--- src/rtl/mips_pkg.sv ---
// Shared types and constants for the instruction-fetch stage.
//   WORD_W, INSTR_BYTES : machine word width and instruction size in bytes
//   RESET_PC_DEF        : default reset PC
//   fetch_entry_t       : one buffered fetch (instruction word + its byte address)
//   fetch_state_t       : fetch control FSM states
package mips_pkg;

  localparam int WORD_W      = 32;
  localparam int INSTR_BYTES = 4;

  localparam logic [WORD_W-1:0] RESET_PC_DEF = 32'h0000_0000;

  typedef struct packed {
    logic [WORD_W-1:0] instr;
    logic [WORD_W-1:0] pc;
  } fetch_entry_t;

  typedef enum logic {
    ST_RUN  = 1'b0,
    ST_HALT = 1'b1
  } fetch_state_t;

endpackage

--- src/rtl/ifetch_fifo.sv ---
// Synchronous FIFO holding fetched instructions for decode.
//   clk, rst : clock and synchronous active-high reset
//   push/din : write din at the tail
//   pop      : drop the head entry
//   flush    : empty the FIFO; takes priority over push and pop
//   head     : entry at the head (meaningful only when not empty)
//   full, empty, count : occupancy
module ifetch_fifo
  import mips_pkg::*;
#(
  parameter int DEPTH = 2,
  localparam int PTR_W = (DEPTH > 1) ? $clog2(DEPTH) : 1,
  localparam int CNT_W = PTR_W + 1
) (
  input  logic               clk,
  input  logic               rst,
  input  logic               push,
  input  logic               pop,
  input  logic               flush,
  input  fetch_entry_t       din,
  output fetch_entry_t       head,
  output logic               full,
  output logic               empty,
  output logic [CNT_W-1:0]   count
);

  fetch_entry_t     mem [DEPTH];
  logic [PTR_W-1:0] rd_ptr;
  logic [PTR_W-1:0] wr_ptr;

  // Storage carries no reset: an entry is only visible once count covers it.
  always_ff @(posedge clk) begin
    if (push && !flush) begin
      mem[wr_ptr] <= din;
    end
  end

  always_ff @(posedge clk) begin
    if (rst || flush) begin
      rd_ptr <= '0;
      wr_ptr <= '0;
      count  <= '0;
    end else begin
      if (push) begin
        wr_ptr <= wr_ptr + PTR_W'(1);
      end
      if (pop) begin
        rd_ptr <= rd_ptr + PTR_W'(1);
      end
      count <= count + CNT_W'(push) - CNT_W'(pop);
    end
  end

  assign head  = mem[rd_ptr];
  assign full  = (count == CNT_W'(DEPTH));
  assign empty = (count == '0);

endmodule

--- src/rtl/ifetch_unit.sv ---
// Instruction-fetch stage: owns the PC, reads imem combinationally, buffers
// fetched words and presents them to decode over a valid/ready handshake.
//   clk, rst           : clock and synchronous active-high reset
//   pc, EnIW, imem_in  : imem read port (word returned in the same cycle)
//   stall              : hazard stall, no new fetch this cycle
//   br_taken/br_target : one-cycle redirect, flushes buffered words
//   ir, ir_pc, ir_valid, ir_ready : decode handshake
//   fetch_done         : PC is past the last imem word, fetching halted
//   misalign_err       : sticky flag for a redirect target not word aligned
module ifetch_unit
  import mips_pkg::*;
#(
  parameter logic [31:0] RESET_PC   = RESET_PC_DEF,
  parameter int          IMEM_BYTES = 24,
  parameter int          FIFO_DEPTH = 2
) (
  input  logic        clk,
  input  logic        rst,
  output logic [31:0] pc,
  output logic        EnIW,
  input  logic [31:0] imem_in,
  input  logic        stall,
  input  logic        br_taken,
  input  logic [31:0] br_target,
  output logic [31:0] ir,
  output logic [31:0] ir_pc,
  output logic        ir_valid,
  input  logic        ir_ready,
  output logic        fetch_done,
  output logic        misalign_err
);

  localparam int          CNT_W   = ((FIFO_DEPTH > 1) ? $clog2(FIFO_DEPTH) : 1) + 1;
  localparam logic [31:0] LAST_PC = 32'(IMEM_BYTES - INSTR_BYTES);

  fetch_state_t     state;
  fetch_state_t     state_next;
  logic [31:0]      pc_next;
  logic             fetch;
  logic             pop;
  logic             fifo_full;
  logic             fifo_empty;
  logic [CNT_W-1:0] fifo_count;
  fetch_entry_t     fifo_head;
  fetch_entry_t     fifo_din;
  fetch_entry_t     ir_hold;

  assign ir_valid = (fifo_count != '0);
  assign pop      = ir_valid & ir_ready;

  // A full buffer can still take a word when decode drains one in the same cycle.
  assign fetch = ~rst & ~stall & ~br_taken & (state == ST_RUN) & (~fifo_full | pop);
  assign EnIW  = fetch;

  assign fifo_din = '{instr: imem_in, pc: pc};

  ifetch_fifo #(
    .DEPTH (FIFO_DEPTH)
  ) u_fifo (
    .clk   (clk),
    .rst   (rst),
    .push  (fetch),
    .pop   (pop),
    .flush (br_taken),
    .din   (fifo_din),
    .head  (fifo_head),
    .full  (fifo_full),
    .empty (fifo_empty),
    .count (fifo_count)
  );

  // RUN/HALT follow the PC that will be registered, so fetch_done is in step with pc.
  always_comb begin
    pc_next    = pc;
    state_next = state;
    if (br_taken) begin
      pc_next = {br_target[31:2], 2'b00};
    end else if (fetch) begin
      pc_next = pc + 32'(INSTR_BYTES);
    end
    state_next = (pc_next > LAST_PC) ? ST_HALT : ST_RUN;
  end

  always_ff @(posedge clk) begin
    if (rst) begin
      pc           <= RESET_PC;
      state        <= ST_RUN;
      misalign_err <= 1'b0;
      ir_hold      <= '0;
    end else begin
      pc    <= pc_next;
      state <= state_next;
      if (br_taken && (br_target[1:0] != 2'b00)) begin
        misalign_err <= 1'b1;
      end
      // Remember the last presented head so ir/ir_pc hold once the buffer empties.
      if (!fifo_empty) begin
        ir_hold <= fifo_head;
      end
    end
  end

  assign fetch_done = (state == ST_HALT);
  assign ir         = fifo_empty ? ir_hold.instr : fifo_head.instr;
  assign ir_pc      = fifo_empty ? ir_hold.pc    : fifo_head.pc;

endmodule

--- config.mk ---
export PLATFORM = sky130hd
export DESIGN_NAME = ifetch_unit
export DESIGN_NICKNAME = d
export VERILOG_FILES = /design/src/rtl/mips_pkg.sv /design/src/rtl/ifetch_fifo.sv /design/src/rtl/ifetch_unit.sv
export SDC_FILE = /design/constraint.sdc
export NUM_CORES = 1
export LEC_CHECK = 0
export CAP_MARGIN = 20
export CORE_AREA = 4 4 202 165
export CTS_BUF_LIST = sky130_fd_sc_hd__clkbuf_8
export CTS_CLUSTER_SIZE = 28
export DETAILED_ROUTE_END_ITERATION = 16
export DIE_AREA = 0 0 206 169
export HOLD_SLACK_MARGIN = 0.03
export PLACE_DENSITY = 0.54
export SLEW_MARGIN = 20
export SYNTH_ARGS = -nofsm -noshare
export SYNTH_HDL_FRONTEND = slang
export SYNTH_SLANG_ARGS = --single-unit
--- constraint.sdc ---
create_clock -name clk -period 5.7 [get_ports clk]
set_input_delay 0.57 -clock clk [delete_from_list [all_inputs] [get_ports clk]]
set_output_delay 0.57 -clock clk [all_outputs]
set_load 0.02 [all_outputs]
== Word level (Yosys, flattened, before mapping) ==
Memory sizes are Yosys's and may differ from the RTL's. A register that Yosys moved wholly into a read port is not among the register bits.
Index checks and enable logic that the tools add are counted.

* Bits in writable memories: 128
* Logic and storage cells: 43
* Input port bits: 69
* Memories: 1
* Output and inout bits: 100
* Register bits after elaboration: 102

* Reduce and logical (&&, ||, !) cells: 7
* Magnitude comparators: 1
* $add $sub $neg: 5
* Bitwise gates (word level): 11
* Eq/ne operators: 1
* Muxes and demuxes: 9

{| class="wikitable"
|+ Memory list
! name !! depth !! width !! read ports !! clocked after Yosys merged registers in !! write ports !! line !! source
|-
| u_fifo.mem || 2 || 64 || 1 || 1 || 1 || ifetch_fifo.sv:27 || <nowiki>fetch_entry_t mem [DEPTH];</nowiki>
|}

{| class="wikitable"
|+ Operator list
! operator !! number
|-
| 2-to-1 mux 32 bit || 4
|-
| adder 32 x 3 -> 32 bit, second input constant || 1
|-
| greater-than comparator 32 x 5 -> 1 bit, second input constant || 1
|-
| bitwise AND 1 bit || 5
|-
| 2-to-1 mux 1 bit || 5
|-
| NOT 1 bit || 5
|-
| nonzero test 2 bit || 2
|-
| adder 1 bit, second input constant || 2
|-
| adder 2 x 1 -> 2 bit || 1
|-
| == test 2 bit, second input constant || 1
|-
| logical AND 1 bit || 2
|-
| logical NOT 2 bit || 1
|-
| subtractor 2 x 1 -> 2 bit || 1
|-
| logical NOT 1 bit || 1
|-
| logical OR 1 bit || 1
|-
| OR 1 bit || 1
|}

== Depth between registers and ports, before layout ==
* Depth after elaboration: 9
* Gate-level depth with buffers: 10
* Depth with buffers taken out: 9

== Modules after synthesis ==
From an unflattened synthesis, not the netlist that was laid out.

* Cell total of the unflattened synthesis: 725
* Area total of the unflattened synthesis: 9879.5 µm²

{| class="wikitable"
|+ By module, submodules not included
! module !! sequential area each (µm²) !! cells each !! times used !! area an instance (µm²)
|-
| ifetch_fifo || 3943.8 || 220 || 1 || 5147.4
|-
| ifetch_unit || 1961.9 || 505 || 1 || 4732.0
|}

== Worst setup path after synthesis ==
OpenSTA, ideal clock, no wires.

* Path type: input to register
* From: input br_taken
* To: memory u_fifo.mem[0][0] (netlist bit), enable pin
* Required time: 5.213 ns
* Path slack: 1.170 ns
* Arrival time: 4.044 ns
* Stages on the path: 4
* Setup time: 0.487 ns
* Path buffers: 1
* Cell sequence: buf_6 nor4_4 nand2_1 nor2_1

* Word-level cells in the longest chain between the ends: 7
* Elaborated cells on any way between the ends: 8
* Classes of those cells: 2 x mux; 4 x bitwise; 2 x reduce/logical

{| class="wikitable"
|+ Ends and longest elaborated chain
! what !! line !! source
|-
| start: declaration || ifetch_unit.sv:23 || <nowiki>input logic br_taken,</nowiki>
|-
| NOT 1 bit || ifetch_unit.sv:52 || <nowiki>assign fetch = ~rst & ~stall & ~br_taken & (state == ST_RUN) & (~fifo_full | pop);</nowiki>
|-
| bitwise AND 1 bit (3 in a row) || ifetch_unit.sv:52 ||
|-
| logical AND 1 bit (*) || ifetch_fifo.sv:33 || <nowiki>if (push && !flush) begin</nowiki>
|-
| 2-to-1 mux 1 bit (*) || ifetch_fifo.sv:33 ||
|-
| 2-to-1 mux 1 bit (not written as such) (*) || ifetch_fifo.sv:34 || <nowiki>mem[wr_ptr] <= din;</nowiki>
|-
| end: declaration || ifetch_fifo.sv:27 ||
|}

Every way passes the cells marked *; elsewhere a longest branch is shown, timed or not.

== Worst setup path after layout ==
* From: input rst
* To: output EnIW

* Word-level cells in the longest chain between the ends: 5

{| class="wikitable"
|+ Ends and longest elaborated chain
! what !! line !! source
|-
| start: declaration || ifetch_unit.sv:18 || <nowiki>input logic rst,</nowiki>
|-
| NOT 1 bit || ifetch_unit.sv:52 ||
|-
| bitwise AND 1 bit (4 in a row) || ifetch_unit.sv:52 ||
|-
| end: declaration || ifetch_unit.sv:20 || <nowiki>output logic EnIW,</nowiki>
|}

Every way passes these cells.

==> summary by stage <==
CTS
Buffers inserted during clock tree synthesis total 41. Clock tree synthesis selected as its root buffer the cell sky130_fd_sc_hd__clkbuf_8. The clock passes through at most 3 buffers. The clock latency at the later pin of the worst-skew pair is 0.54 ns.

The number of clock sinks is about 230. The post-cts hold buffer count is 0. The clock tree synthesis step divided the H-tree into 2 levels. The TritonCTS clock tree is built. The post-CTS resize count is 0. Clock-pin slew was measured on the worst setup and hold paths at 0.06 ns. Buffers added to address setup during post-CTS repair amount to 0.

Job
The max-cap violation count is 0.

Timing
Setup repair after global routing left no endpoint under its margin. The final critical delay including setup and external delays is 4.04 ns. The tightest hold path in the finished design has a slack of between 0.4 and 0.5 ns. The sum of negative setup slack is 0 ns. Timing would allow up to ~0.25 GHz. The post-route clock period utilization is between 70% and 80%. The hold violation total from the final report is 0.

Measured against its own limit, the worst slew margin works out to 24.5%. The total count of max-transition violations in the final report was 0. Setup violations remaining at the end of the flow were counted as 0. The slew at the pin closest to its max-slew limit is roughly 1.1 ns. The largest clock skew in the final design is around 0.028 ns.

Yosys
The netlist area before placement is about 9000 um2. The sequential area share after synthesis is a little under two thirds. The async set or reset register ratio after synthesis is 0%. The mean cell area of the mapped netlist is 11.9 um2. After synthesis the netlist holds a flip-flop and latch count of between 200 and 250.

The most used flip-flop cell after synthesis is sky130_fd_sc_hd__edfxtp_1. Counting every net in the synthesized netlist gives between 800 and 900. The post-synthesis cell count is 778. The number of distinct standard cells referenced by the synthesized netlist is 49. For this run, the number of Yosys warnings is 0. The number of enable flip-flop cells after synthesis is around 130.

Worst setup path
The type of the worst setup path is in -> out. The kind of start point of the critical path is a primary input. The data arrival at the endpoint of the critical path is 3.47 ns. Traced cell by cell, the critical path runs through clkdlybuf4s50_1 -> nor4_4 -> nand2_1 -> inv_1 -> clkdlybuf4s50_1.

The endpoint type of the worst setup path is an output pin. Among all stages on the critical path, the largest delay is contributed by sky130_fd_sc_hd__clkdlybuf4s50_1. At the worst endpoint, the required time is between 5 and 6 ns. The biggest fanout along the worst timing path is 22. The cell seen most often among critical-path stages is sky130_fd_sc_hd__clkdlybuf4s50_1.

The longest individual stage delay on the worst path is 0.96 ns.

Global route
The wire length of the first global-routing pass is 37,000 um. For this run, global-route usage on met1 was measured as 19.2%. For this run, global-route usage on met2 was measured as 20.5%. The initial antenna violation count is 0. The global routing usage on met3 is between 4 and 5%. The via count of the first global-routing pass is ~6,200. Global routing finished with a remaining overflow of 0. Entering global routing, the biggest net connects approximately 110 pins. The layer flagged by global routing as most heavily used is met2. Across every metal layer, demand over resource in global routing totals a little over an eighth.

Final layout
The share of cells above drive strength 1 is 7.14%. At the end of the flow, the number of nets in the layout was slightly above 1,000. The area growth from synthesis to layout is 31.2%. The antenna diode count is 0. The core utilization of the finished layout is around two fifths.

Placed design
Detailed placement ended at an HPWL of between 15,000 and 20,000 um. The congestion estimate from routability-driven global placement came to approximately 0.85. The count of buffers added on input and output ports is approximately 170.

Floorplan
In this run the vertical extent of the chip is about 170 um. The count of standard-cell rows is 58. 169 I/O pins were placed.

The area enclosed by the die boundary is about 35,000 um2. Once the floorplan was initialized, standard cells occupied between 20% and 30% of the core. The die is between 200 and 250 um wide. The area of the core region is ~31,000 um2.

Drt
The via count normalized by instance count is ~4.6. The final route contains roughly 6,400 vias. After detailed routing, the number of remaining DRC violations is 0. The first-pass detailed-route iteration total is 5. The number of nets with antenna violations after routing is 0. The final routed wirelength across all metal layers is 24,200 um.

In this run, the number of DRC markers left after iteration 0 of detailed routing was 356. In the final routed layout, each cell accounts on average for roughly 17 um.

Pwr
The design draws 3.55 mW. The peak supply drop is between 0.1 and 0.15 mV. Dividing total power by cell area gives a power density of 292 nW/um2. The cell leakage power is a little over 4 nW.

Min path
The kind of path behind the tightest hold check is reg -> reg.

Outcome
The run finished with clean final reports.
worst paths after layout:
check                             startpoint           end  slack (ns)  cells after the start
worst max register to register         pc[3]    fetch_done        2.63                      8
worst min register to register  misalign_err  misalign_err        0.45                      2
worst max-delay path                     rst          EnIW        1.66                      5
worst min-delay path            misalign_err  misalign_err        0.45                      2
power breakdown:
| part | leakage [nW] | total [mW] | internal [mW] | switching, mW |
|---|---|---|---|---|
| Clock | 0.462 | 1.45 | 0.785 | 0.667 |
| Combinational | 1.62 | 0.264 | 0.129 | 0.135 |
| Sequential | 1.99 | 1.83 | 1.79 | 0.0400 |
| Total | 4.08 | 3.55 | 2.70 | 0.842 |
logic make-up after synthesis:
group	count (synthesis)	share of synthesized area, %
and+or+nand+nor	280	16.0
DFF	231	63.9
AOI/OAI and AO/OA	119	7.97
muxes	68	7.36
buffers and inverters	57	2.48
xor gates and xnor gates	20	1.89
adders and majority gates	3	0.406
state kept, by name, indices dropped and copies added, names as in the netlist, named ones only:
signal         flops
ir_hold           64
u_fifo.count       2
fetch_done         1
u_fifo.mem       128
misalign_err       1
u_fifo.wr_ptr      1
u_fifo.rd_ptr      1
pc                32
worst max-delay path, delay by kind of cell:
kind,cells,cell delay (ns)
buf+inv,3,1.83
simple gates,2,1.06
layout by cell type (no fill, tap or decap), types with 6 or more instances in the layout:
cell | Yosys | layout
sky130_fd_sc_hd__clkdlybuf4s50_1 | 0 | 167
sky130_fd_sc_hd__edfxtp_1 | 128 | 128
sky130_fd_sc_hd__dfxtp_1 | 103 | 102
sky130_fd_sc_hd__nand2_1 | 87 | 87
sky130_fd_sc_hd__and2_1 | 75 | 75
sky130_fd_sc_hd__o21ai_0 | 72 | 72
sky130_fd_sc_hd__mux2i_1 | 68 | 68
sky130_fd_sc_hd__clkbuf_8 | 0 | 46
sky130_fd_sc_hd__nor2_1 | 30 | 28
sky130_fd_sc_hd__inv_1 | 10 | 27
sky130_fd_sc_hd__nor4_1 | 16 | 16
sky130_fd_sc_hd__nand3_1 | 15 | 15
sky130_fd_sc_hd__xnor2_1 | 15 | 15
sky130_fd_sc_hd__nand4_1 | 10 | 10
sky130_fd_sc_hd__nand2b_1 | 10 | 10
sky130_fd_sc_hd__nor3_1 | 9 | 9
sky130_fd_sc_hd__a21oi_1 | 8 | 8
sky130_fd_sc_hd__o31ai_1 | 7 | 7
sky130_fd_sc_hd__and3_1 | 7 | 6
sky130_fd_sc_hd__and4_1 | 6 | 6
sky130_fd_sc_hd__clkinv_1 | 0 | 6
metal layers:
layer	wire length [um]	up-vias
met2	10500	240
met5	0	-
met4	468	0
li1	-	3171
met3	1930	37
met1	11300	2979
per-stage QoR:
| step | std cells | cell area, um2 | worst slack [ns] |
|---|---|---|---|
| floorplan | 778 | 9250 | 1.17 |
| global placement | 1325 | 11400 | 1.55 |
| detailed placement | 1325 | 11400 | 1.47 |
| CTS | 1401 | 12100 | 1.65 |
| global route | 1401 | 12100 | 1.50 |
| finish | 1401 | 12100 | 1.66 |
final cells by class:
class	count	area, um2
clock inverters	30	150
fillers	3050	19100
inverters	10	37.5
multi-input cells	490	3130
clock buffers	46	633
repair buffers	174	1750
flip-flops and latches	231	5910
well taps	420	526
synth_stat cells, types with 3 or more instances:
library cell	instances	area, um2
sky130_fd_sc_hd__edfxtp_1	128	3840
sky130_fd_sc_hd__dfxtp_1	103	2060
sky130_fd_sc_hd__nand2_1	87	327
sky130_fd_sc_hd__and2_1	75	469
sky130_fd_sc_hd__o21ai_0	72	360
sky130_fd_sc_hd__mux2i_1	68	681
sky130_fd_sc_hd__clkbuf_1	35	131
sky130_fd_sc_hd__nor2_1	30	113
sky130_fd_sc_hd__nor4_1	16	100
sky130_fd_sc_hd__nand3_1	15	75.1
sky130_fd_sc_hd__xnor2_1	15	131
sky130_fd_sc_hd__buf_1	10	37.5
sky130_fd_sc_hd__inv_1	10	37.5
sky130_fd_sc_hd__nand2b_1	10	62.6
sky130_fd_sc_hd__nand4_1	10	62.6
sky130_fd_sc_hd__nor3_1	9	45.0
sky130_fd_sc_hd__a21oi_1	8	40.0
sky130_fd_sc_hd__and3_1	7	43.8
sky130_fd_sc_hd__o31ai_1	7	52.6
sky130_fd_sc_hd__and4_1	6	52.6
sky130_fd_sc_hd__o211a_1	5	50.1
sky130_fd_sc_hd__o31a_1	5	43.8
sky130_fd_sc_hd__xor2_1	5	43.8
sky130_fd_sc_hd__o21a_1	4	30.0
sky130_fd_sc_hd__ha_1	3	37.5
sky130_fd_sc_hd__or3_1	3	18.8
No activity file was read; power rests on OpenSTA's default activity.
